==> config.mk <==
export PLATFORM = sky130hd
export DESIGN_NAME = mesh_row_readout
export DESIGN_NICKNAME = d
export VERILOG_FILES = /design/src/rtl/mesh_pkg.sv /design/src/rtl/mesh_row_select.sv /design/src/rtl/mesh_row_readout.sv
export SDC_FILE = /design/constraint.sdc
export NUM_CORES = 1
export LEC_CHECK = 0
export ABC_AREA = 1
export CAP_MARGIN = 5
export CORE_MARGIN = 5
export CORE_UTILIZATION = 51
export DETAILED_ROUTE_END_ITERATION = 7
export GPL_ROUTABILITY_DRIVEN = 0
export PLACE_DENSITY = 0.88
export SLEW_MARGIN = 5
export SYNTH_ARGS = -nofsm -noshare
export SYNTH_HDL_FRONTEND = slang
export SYNTH_SLANG_ARGS = --single-unit
==> constraint.sdc <==
create_clock -name clk -period 4.25 [get_ports clk]
set_clock_uncertainty 0.2 [all_clocks]
set_input_delay 1.0625 -clock clk [delete_from_list [all_inputs] [get_ports clk]]
set_output_delay 1.0625 -clock clk [all_outputs]
set_load 0.1 [all_outputs]
==> src/rtl/mesh_pkg.sv <==
// Shared definitions for the 26x18 two-bit mesh and its readout path.
package mesh_pkg;

    localparam int MESH_ROWS    = 26;
    localparam int MESH_COLS    = 18;
    localparam int CELL_IN_BITS = 2;

    localparam int MESH_IN_W  = MESH_ROWS * MESH_COLS * CELL_IN_BITS;
    localparam int MESH_OUT_W = MESH_ROWS * MESH_COLS;
    localparam int ROW_IDX_W  = 5;

    typedef enum logic [1:0] {
        IDLE = 2'd0,
        WAIT = 2'd1,
        SEND = 2'd2
    } state_t;

endpackage

==> src/rtl/mesh_row_select.sv <==
// Combinational row mux: picks row i_idx out of a flat ROWS*COLS vector.
// Out-of-range indices yield zero. Built as a one-hot AND-OR so that no
// variable part-select is needed.
module mesh_row_select #(
    parameter int ROWS  = 26,
    parameter int COLS  = 18,
    parameter int IDX_W = 5
) (
    input  logic [ROWS*COLS-1:0] i_vec,
    input  logic [IDX_W-1:0]     i_idx,
    output logic [COLS-1:0]      o_row
);

    // One-hot select of the addressed row.
    always_comb begin
        o_row = {COLS{1'b0}};
        for (int r = 0; r < ROWS; r++) begin
            o_row = o_row | (i_vec[r*COLS +: COLS] & {COLS{i_idx == IDX_W'(r)}});
        end
    end

endmodule

==> src/rtl/mesh_row_readout.sv <==
// Readout for the mesh result vector: after a start pulse, wait SETTLE
// cycles, snapshot the full result into a shadow register, then stream it
// out one row per valid/ready handshake, row 0 first.
module mesh_row_readout
    import mesh_pkg::*;
#(
    parameter int ROWS   = MESH_ROWS,
    parameter int COLS   = MESH_COLS,
    parameter int SETTLE = 4
) (
    input  logic                 clk,
    input  logic                 rst_n,
    input  logic                 start,
    input  logic [ROWS*COLS-1:0] mesh_out,
    output logic [COLS-1:0]      row_data,
    output logic [ROW_IDX_W-1:0] row_idx,
    output logic                 row_valid,
    input  logic                 row_ready,
    output logic                 last,
    output logic                 busy,
    output logic                 done
);

    localparam int CNT_W = (SETTLE < 1) ? 1 : $clog2(SETTLE + 1);
    localparam logic [CNT_W-1:0]     SETTLE_INIT = CNT_W'(SETTLE);
    localparam logic [ROW_IDX_W-1:0] LAST_IDX    = ROW_IDX_W'(ROWS - 1);
    localparam logic [ROW_IDX_W-1:0] PENULT_IDX  = ROW_IDX_W'(ROWS - 2);

    state_t                 r_state;
    state_t                 w_state_nxt;
    logic [CNT_W-1:0]       r_cnt;
    logic [ROWS*COLS-1:0]   r_shadow;
    logic [ROW_IDX_W-1:0]   r_idx;
    logic                   r_valid;
    logic                   r_last;
    logic                   r_busy;
    logic                   r_done;
    logic                   w_hs;
    logic                   w_at_last;
    logic                   w_cnt_zero;

    assign w_hs       = r_valid & row_ready;
    assign w_at_last  = (r_idx == LAST_IDX);
    assign w_cnt_zero = (r_cnt == {CNT_W{1'b0}});

    // State register.
    always_ff @(posedge clk or negedge rst_n) begin
        if (!rst_n) begin
            r_state <= IDLE;
        end else begin
            r_state <= w_state_nxt;
        end
    end

    // Next-state logic; start outside IDLE is simply not looked at.
    always_comb begin
        w_state_nxt = r_state;
        case (r_state)
            IDLE: begin
                if (start) begin
                    w_state_nxt = WAIT;
                end else begin
                    w_state_nxt = IDLE;
                end
            end
            WAIT: begin
                if (w_cnt_zero) begin
                    w_state_nxt = SEND;
                end else begin
                    w_state_nxt = WAIT;
                end
            end
            SEND: begin
                if (w_hs && w_at_last) begin
                    w_state_nxt = IDLE;
                end else begin
                    w_state_nxt = SEND;
                end
            end
            default: begin
                w_state_nxt = IDLE;
            end
        endcase
    end

    // Datapath: settle counter, snapshot, row index and handshake outputs.
    always_ff @(posedge clk or negedge rst_n) begin
        if (!rst_n) begin
            r_cnt    <= {CNT_W{1'b0}};
            r_shadow <= {(ROWS*COLS){1'b0}};
            r_idx    <= {ROW_IDX_W{1'b0}};
            r_valid  <= 1'b0;
            r_last   <= 1'b0;
            r_busy   <= 1'b0;
            r_done   <= 1'b0;
        end else begin
            case (r_state)
                IDLE: begin
                    r_done <= 1'b0;
                    if (start) begin
                        r_cnt  <= SETTLE_INIT;
                        r_busy <= 1'b1;
                    end else begin
                        r_busy <= 1'b0;
                    end
                end
                WAIT: begin
                    if (w_cnt_zero) begin
                        r_shadow <= mesh_out;
                        r_idx    <= {ROW_IDX_W{1'b0}};
                        r_valid  <= 1'b1;
                        r_last   <= (LAST_IDX == {ROW_IDX_W{1'b0}});
                    end else begin
                        r_cnt <= r_cnt - CNT_W'(1);
                    end
                end
                SEND: begin
                    if (w_hs && w_at_last) begin
                        r_valid <= 1'b0;
                        r_idx   <= {ROW_IDX_W{1'b0}};
                        r_last  <= 1'b0;
                        r_busy  <= 1'b0;
                        r_done  <= 1'b1;
                    end else if (w_hs) begin
                        r_idx  <= r_idx + ROW_IDX_W'(1);
                        r_last <= (r_idx == PENULT_IDX);
                    end else begin
                        r_idx <= r_idx;
                    end
                end
                default: begin
                    r_valid <= 1'b0;
                    r_idx   <= {ROW_IDX_W{1'b0}};
                    r_last  <= 1'b0;
                    r_busy  <= 1'b0;
                    r_done  <= 1'b0;
                end
            endcase
        end
    end

    mesh_row_select #(
        .ROWS  (ROWS),
        .COLS  (COLS),
        .IDX_W (ROW_IDX_W)
    ) u_row_select (
        .i_vec (r_shadow),
        .i_idx (r_idx),
        .o_row (row_data)
    );

    assign row_idx   = r_idx;
    assign row_valid = r_valid;
    assign last      = r_last;
    assign busy      = r_busy;
    assign done      = r_done;

endmodule

* Word level (Yosys, flattened, before mapping) *
Index checks and enable logic that the tools add are counted.

storage, ports and cells
  flip-flop bits (word level) = 482
  bits of input ports = 472
  output and inout bits = 27
  word-level logic and storage cells = 128

cells by class
  add/sub/neg operators = 2
  equal/unequal tests = 32
  muxes and demuxes = 22
  bitwise operators = 54
  reductions and logical operators = 10

operators with widths
  cell                 number
  $and 18x18->18       26
  $or 18x18->18        25
  $eq 5x5->1 const B   10
  $eq 5x4->1 const B   8
  $eq 5x3->1 const B   4
  $mux 5               3
  $pmux 5 s3           1
  $eq 5x2->1 const B   2
  $pmux 1 s3           3
  $reduce_and 3->1     3
  $mux 1               8
  $ne 2x2->1 const B   4
  $mux 3               2
  $pmux 2 s3           1
  $pmux 3 s2           1
  $add 5x1->5 const B  1
  $eq 5x1->1 const B   1
  $logic_not 5->1      1
  $mux 2               2
  $reduce_and 2->1     2
  $logic_not 3->1      1
  $ne 3x3->1 const B   1
  $sub 3x1->3 const B  1
  $eq 2x1->1 const B   1
  other kinds (7)      8

* Logic depth before layout (Yosys ltp) *
  depth in word-level cells = 27
  depth in mapped cells = 14
  depth with buffers taken out = 10

* Cells and area by module *
A second synthesis with hierarchy kept.

unflattened totals
  cell total of the unflattened synthesis = 3,208
  area, all modules = 23,927.9 µm²

by module, submodules not included
  module            instances  cells an instance  area an instance (µm²)  sequential area each (µm²)
  mesh_row_readout  1          2,128              19,144.6                12,061.6
  mesh_row_select   1          1,080              4,783.3                 0.0

* Worst setup path after synthesis *
Ideal clock, no wire load.

  path type = reg-to-output
  start = register r_idx[0], in the netlist row_idx[0]
  end = output row_data[15]
  arrival time = 3.507 ns
  required time = 2.988 ns
  slack = -0.520 ns
  cell stages (with the launch flop) = 15
  buffers on the path = 4
  cells stage by stage = dfrtp_1 > ha_1 > clkbuf_1 > buf_1 > inv_1 > nor2_1 > ha_1 > clkbuf_1 > clkbuf_1 > nand2_1 > nand2_1 > nor2_1 > nand2_1 > nor2_1 > nand2_1

between the ends
  word-level cells in the longest chain between the ends = 27
  elaborated cells on any way between the ends = 77
  classes of those cells = eq/ne: 25; bitwise: 51; reduce/logical: 1

RTL lines
  what                                           RTL line                 source
  start, declared                                mesh_row_readout.sv:33   logic [ROW_IDX_W-1:0] r_idx;
  start signal, assigned                         mesh_row_readout.sv:91   r_idx <= {ROW_IDX_W{1'b0}};
  start signal, assigned                         mesh_row_readout.sv:110  r_idx <= {ROW_IDX_W{1'b0}};
  start signal, assigned                         mesh_row_readout.sv:120  r_idx <= {ROW_IDX_W{1'b0}};
  $eq 5x1->1 or $logic_not 5->1 (tied branches)  mesh_row_select.sv:18    o_row = o_row | (i_vec[r*COLS +: COLS] & {COLS{i_idx == IDX_W'(r)}});
  $and 18x18->18                                 mesh_row_select.sv:18
  $or 18x18->18 (24 in series)                   mesh_row_select.sv:18
  $or 18x18->18 *                                mesh_row_select.sv:18
  end, declared                                  mesh_row_readout.sv:15   output logic [COLS-1:0] row_data,

Mark *: on every way between the ends. The rest lies on a longest branch, timed or not.

* Worst setup path after layout *
  start = register r_idx[0], in the netlist row_idx[0]
  end = output row_data[7]

Same word-level chain as after synthesis.

==> qor.yml <==
final_core_util_pct: 69.0
wl_met2_um: 40200
viasPerCell: 5.59
die_h_um: 222
avgSynthCellArea_um2: 7.29
setup_viol: 0
share_seq_of_total_power_pct: 44.0
nets: 4047
combPwrFrac_pct: 32.7
clock.fmax_mhz: 235
synth_ff_type: "dfrtp_1"
met3WireLength_um: 10700
dpl-instance-area_um2: 28600
io_buffers: 498
drt-initial-drc-count: 3446
grt_overflow: 0
drive_gt1_share_pct: 5.90
synth_seq_cells: 482
rsz0062_at_grt: "yes"
grt_pass1_wl_um: 133000
cp-startpoint: "row_idx[0]"
yosysSeqAreaShare_pct: 52.6
dieWidth_um: 222
max_stage_delay_ns: 0.45
fin_crit_sh_pct: 99.9
cp_max_fo: 28
highest_layer: "met5"
h-tree-depth: 2
hold_path.class: "input pin to asynchronous set/reset pin"
power.density_nw_per_um2: 625
synthArstFlopShare_pct: 100
grt.total_usage_pct: 35.0
hold_viol_final: 0
slew_headroom_pct: 19.0
crit_chain: "ha_2 -> buf_4 -> nand4_1 -> nor2_1 -> nor2_1 -> nand2_1 -> nor2_1 -> nand2_2 -> buf_12"
synth_nets: 3626
synth_cell_types: 20
rows: 77
startpoint_type: "register"
pin_count: 499
tightest_slew_ns: 1.21
clk_pin_slew_worst_paths_ns: 0.07
vias: 23600
coreArea_um2: 44300
routed_wl_um: 89300
cts_buffer_depth: 3
totalNegativeSetupSlack_ns: 0
cts_tree: "done"
wl_per_cell_um: 21.1
start_util_pct: 51.7
critPathMostFrequentCell: "nor2_1"
p_sw_share_pct: 39.5
insertion_delay_ns: 0.62
hold_ws_ns: 0.192
power.switching_w: 0.00755
fin_crit_ns: 4.25
clockPowerShare_pct: 23.4
drv_cap: 0
netlist_area_um2: 22900
grt_pass1_vias: 22600
worst_path_max_delay_cell: "dfrtp_2"
worstSetupPathType: "register to primary output"
hpwl_um: 63900
synth_warnings: 0
p_int_w: 0.0116
antenna_found_initial: 37
p_leak_nw: 15.9
synth_edf_count: 0
dieArea_um2: 49300
wl_met1_um: 32300
clock-sinks: 482
max-vdd-ir-drop_mv: 0.454
syn_to_final_growth_pct: 33.4
grt_max_degree: 227
drc: 19
endpoint_kind: "primary output"
drtAntennaViolNets: 0
violations: "DRC"
netlist_instances: 3147
fin_area_um2: 30600
cts_root_buf: "clkbuf_16"
slew_viol_final: 0
crit-reg2reg-launch: "r_cnt[0]"
drtPass1Iterations: 8
status: "complete, but fails checks"
arrival_ns: 2.98
critPathRequiredTime_ns: 2.99
cts_made_buffers: 50
-- final timing paths --
| path | slack, ns | cells after the start | endpoint |
|---|---|---|---|
| setup / recovery | 0.004 | 9 | row_data[7] |
| hold / removal | 0.19 | 1 | r_shadow[315] |
| setup reg to reg | 1.36 | 7 | r_shadow[98] |
| hold reg to reg | 0.27 | 2 | r_shadow[366] |
| max in group asynchronous | 2.68 | 2 | r_shadow[19] |
| min in group clk | 0.27 | 2 | r_shadow[366] |
-- critical path: cells and delay by family, from the launching register on --
kind	cells	cell delay, ns
AND/OR/NAND/NOR	6	1.27
flip-flops	1	0.45
buffers and inverters	2	0.42
adder cells (fa/ha/maj)	1	0.20
-- cells in the mapped netlist (4+ instances only) --
library cell	number	area share, %
and2_0	5	0.14
o21ai_0	37	0.81
nor2_1	189	3.1
inv_1	82	1.3
ha_1	7	0.38
clkbuf_1	67	1.1
nand2_1	1767	29
nand3_1	301	6.6
nand4_1	74	2.0
buf_1	4	0.065
buf_2	122	2.7
dfrtp_1	482	53
-- state kept, by name, summed over array words and instances, names as in the netlist --
| signal | flops |
|---|---|
| busy | 1 |
| done | 1 |
| last | 1 |
| r_cnt | 3 |
| r_shadow | 468 |
| r_state | 2 |
| row_idx | 5 |
| row_valid | 1 |
-- placed cells by master, fill, tap and decap left out, types with 2 or more instances in the layout --
| cell | n |
|---|---|
| clkbuf_1 | 9 |
| diode_2 | 27 |
| ha_1 | 6 |
| dfrtp_2 | 3 |
| xor2_1 | 2 |
| nor2_4 | 10 |
| bufinv_16 | 2 |
| buf_12 | 41 |
| nand3_1 | 301 |
| nand2_2 | 11 |
| clkbuf_16 | 51 |
| buf_6 | 2 |
| clkinv_2 | 14 |
| inv_2 | 2 |
| nand2_1 | 1756 |
| and2_0 | 5 |
| clkdlybuf4s50_1 | 474 |
| nor2_1 | 169 |
| nand4_1 | 74 |
| clkbuf_8 | 14 |
| buf_4 | 44 |
| nor2_2 | 11 |
| dfrtp_1 | 479 |
| inv_1 | 80 |
| o21ai_0 | 37 |
-- through the flow --
step / setup slack (ns) / std cells / power, W
final: 0.00364 / 4227 / 0.0191
after global routing: -0.0109 / 4222 / 0.0201
after CTS: 0.00184 / 4188 / 0.0189
after detailed placement: 0.593 / 4091 / 0.0144
after global placement: 0.617 / 4091 / 0.0142
after floorplan: 0.0561 / 3147 / 0.0118
-- metal layers --
metal / GRT usage [%] / vias up
met1: 45.4 / 11000
met2: 53.1 / 1652
met5: 0 / -
li1: - / 10600
met3: 9.93 / 348
met4: 19.7 / 22
-- kinds of logic after synthesis --
logic type / share of synthesized area [%]
xor+xnor: 0.0764
flops: 52.6
simple gates: 40.9
buf+inv: 5.22
fa+ha+maj: 0.382
compound gates: 0.835
-- repair_timing --
| item | 4_1_cts | 5_1_grt |
|---|---|---|
| buffers inserted | 5 | 12 |
| resized for setup | 6 | 18 |
| hold buffers | 0 | 0 |
| pin swaps | 2 | 3 |
| endpoints found under the setup margin | 8 | 18 |
-- layout make-up --
cell class,count,area (µm²)
diodes,27,67.6
clock buffers,74,1500
clock inverters,18,148
fillers,3416,13700
inverters,85,330
multi-input cells,2387,9800
flip-flops and latches,482,12100
well taps,592,741
repair buffers,562,5930
-- power by group through the flow --
stage / logic, W / clock network, W / registers (W)
after floorplan: 0.00396 / 0 / 0.00779
after global placement: 0.00586 / 0 / 0.00829
after detailed placement: 0.00610 / 0 / 0.00831
after CTS: 0.00617 / 0.00447 / 0.00830
after global routing: 0.00691 / 0.00467 / 0.00853
final: 0.00624 / 0.00447 / 0.00840
Note: power is estimated with default switching activity, not from simulation.
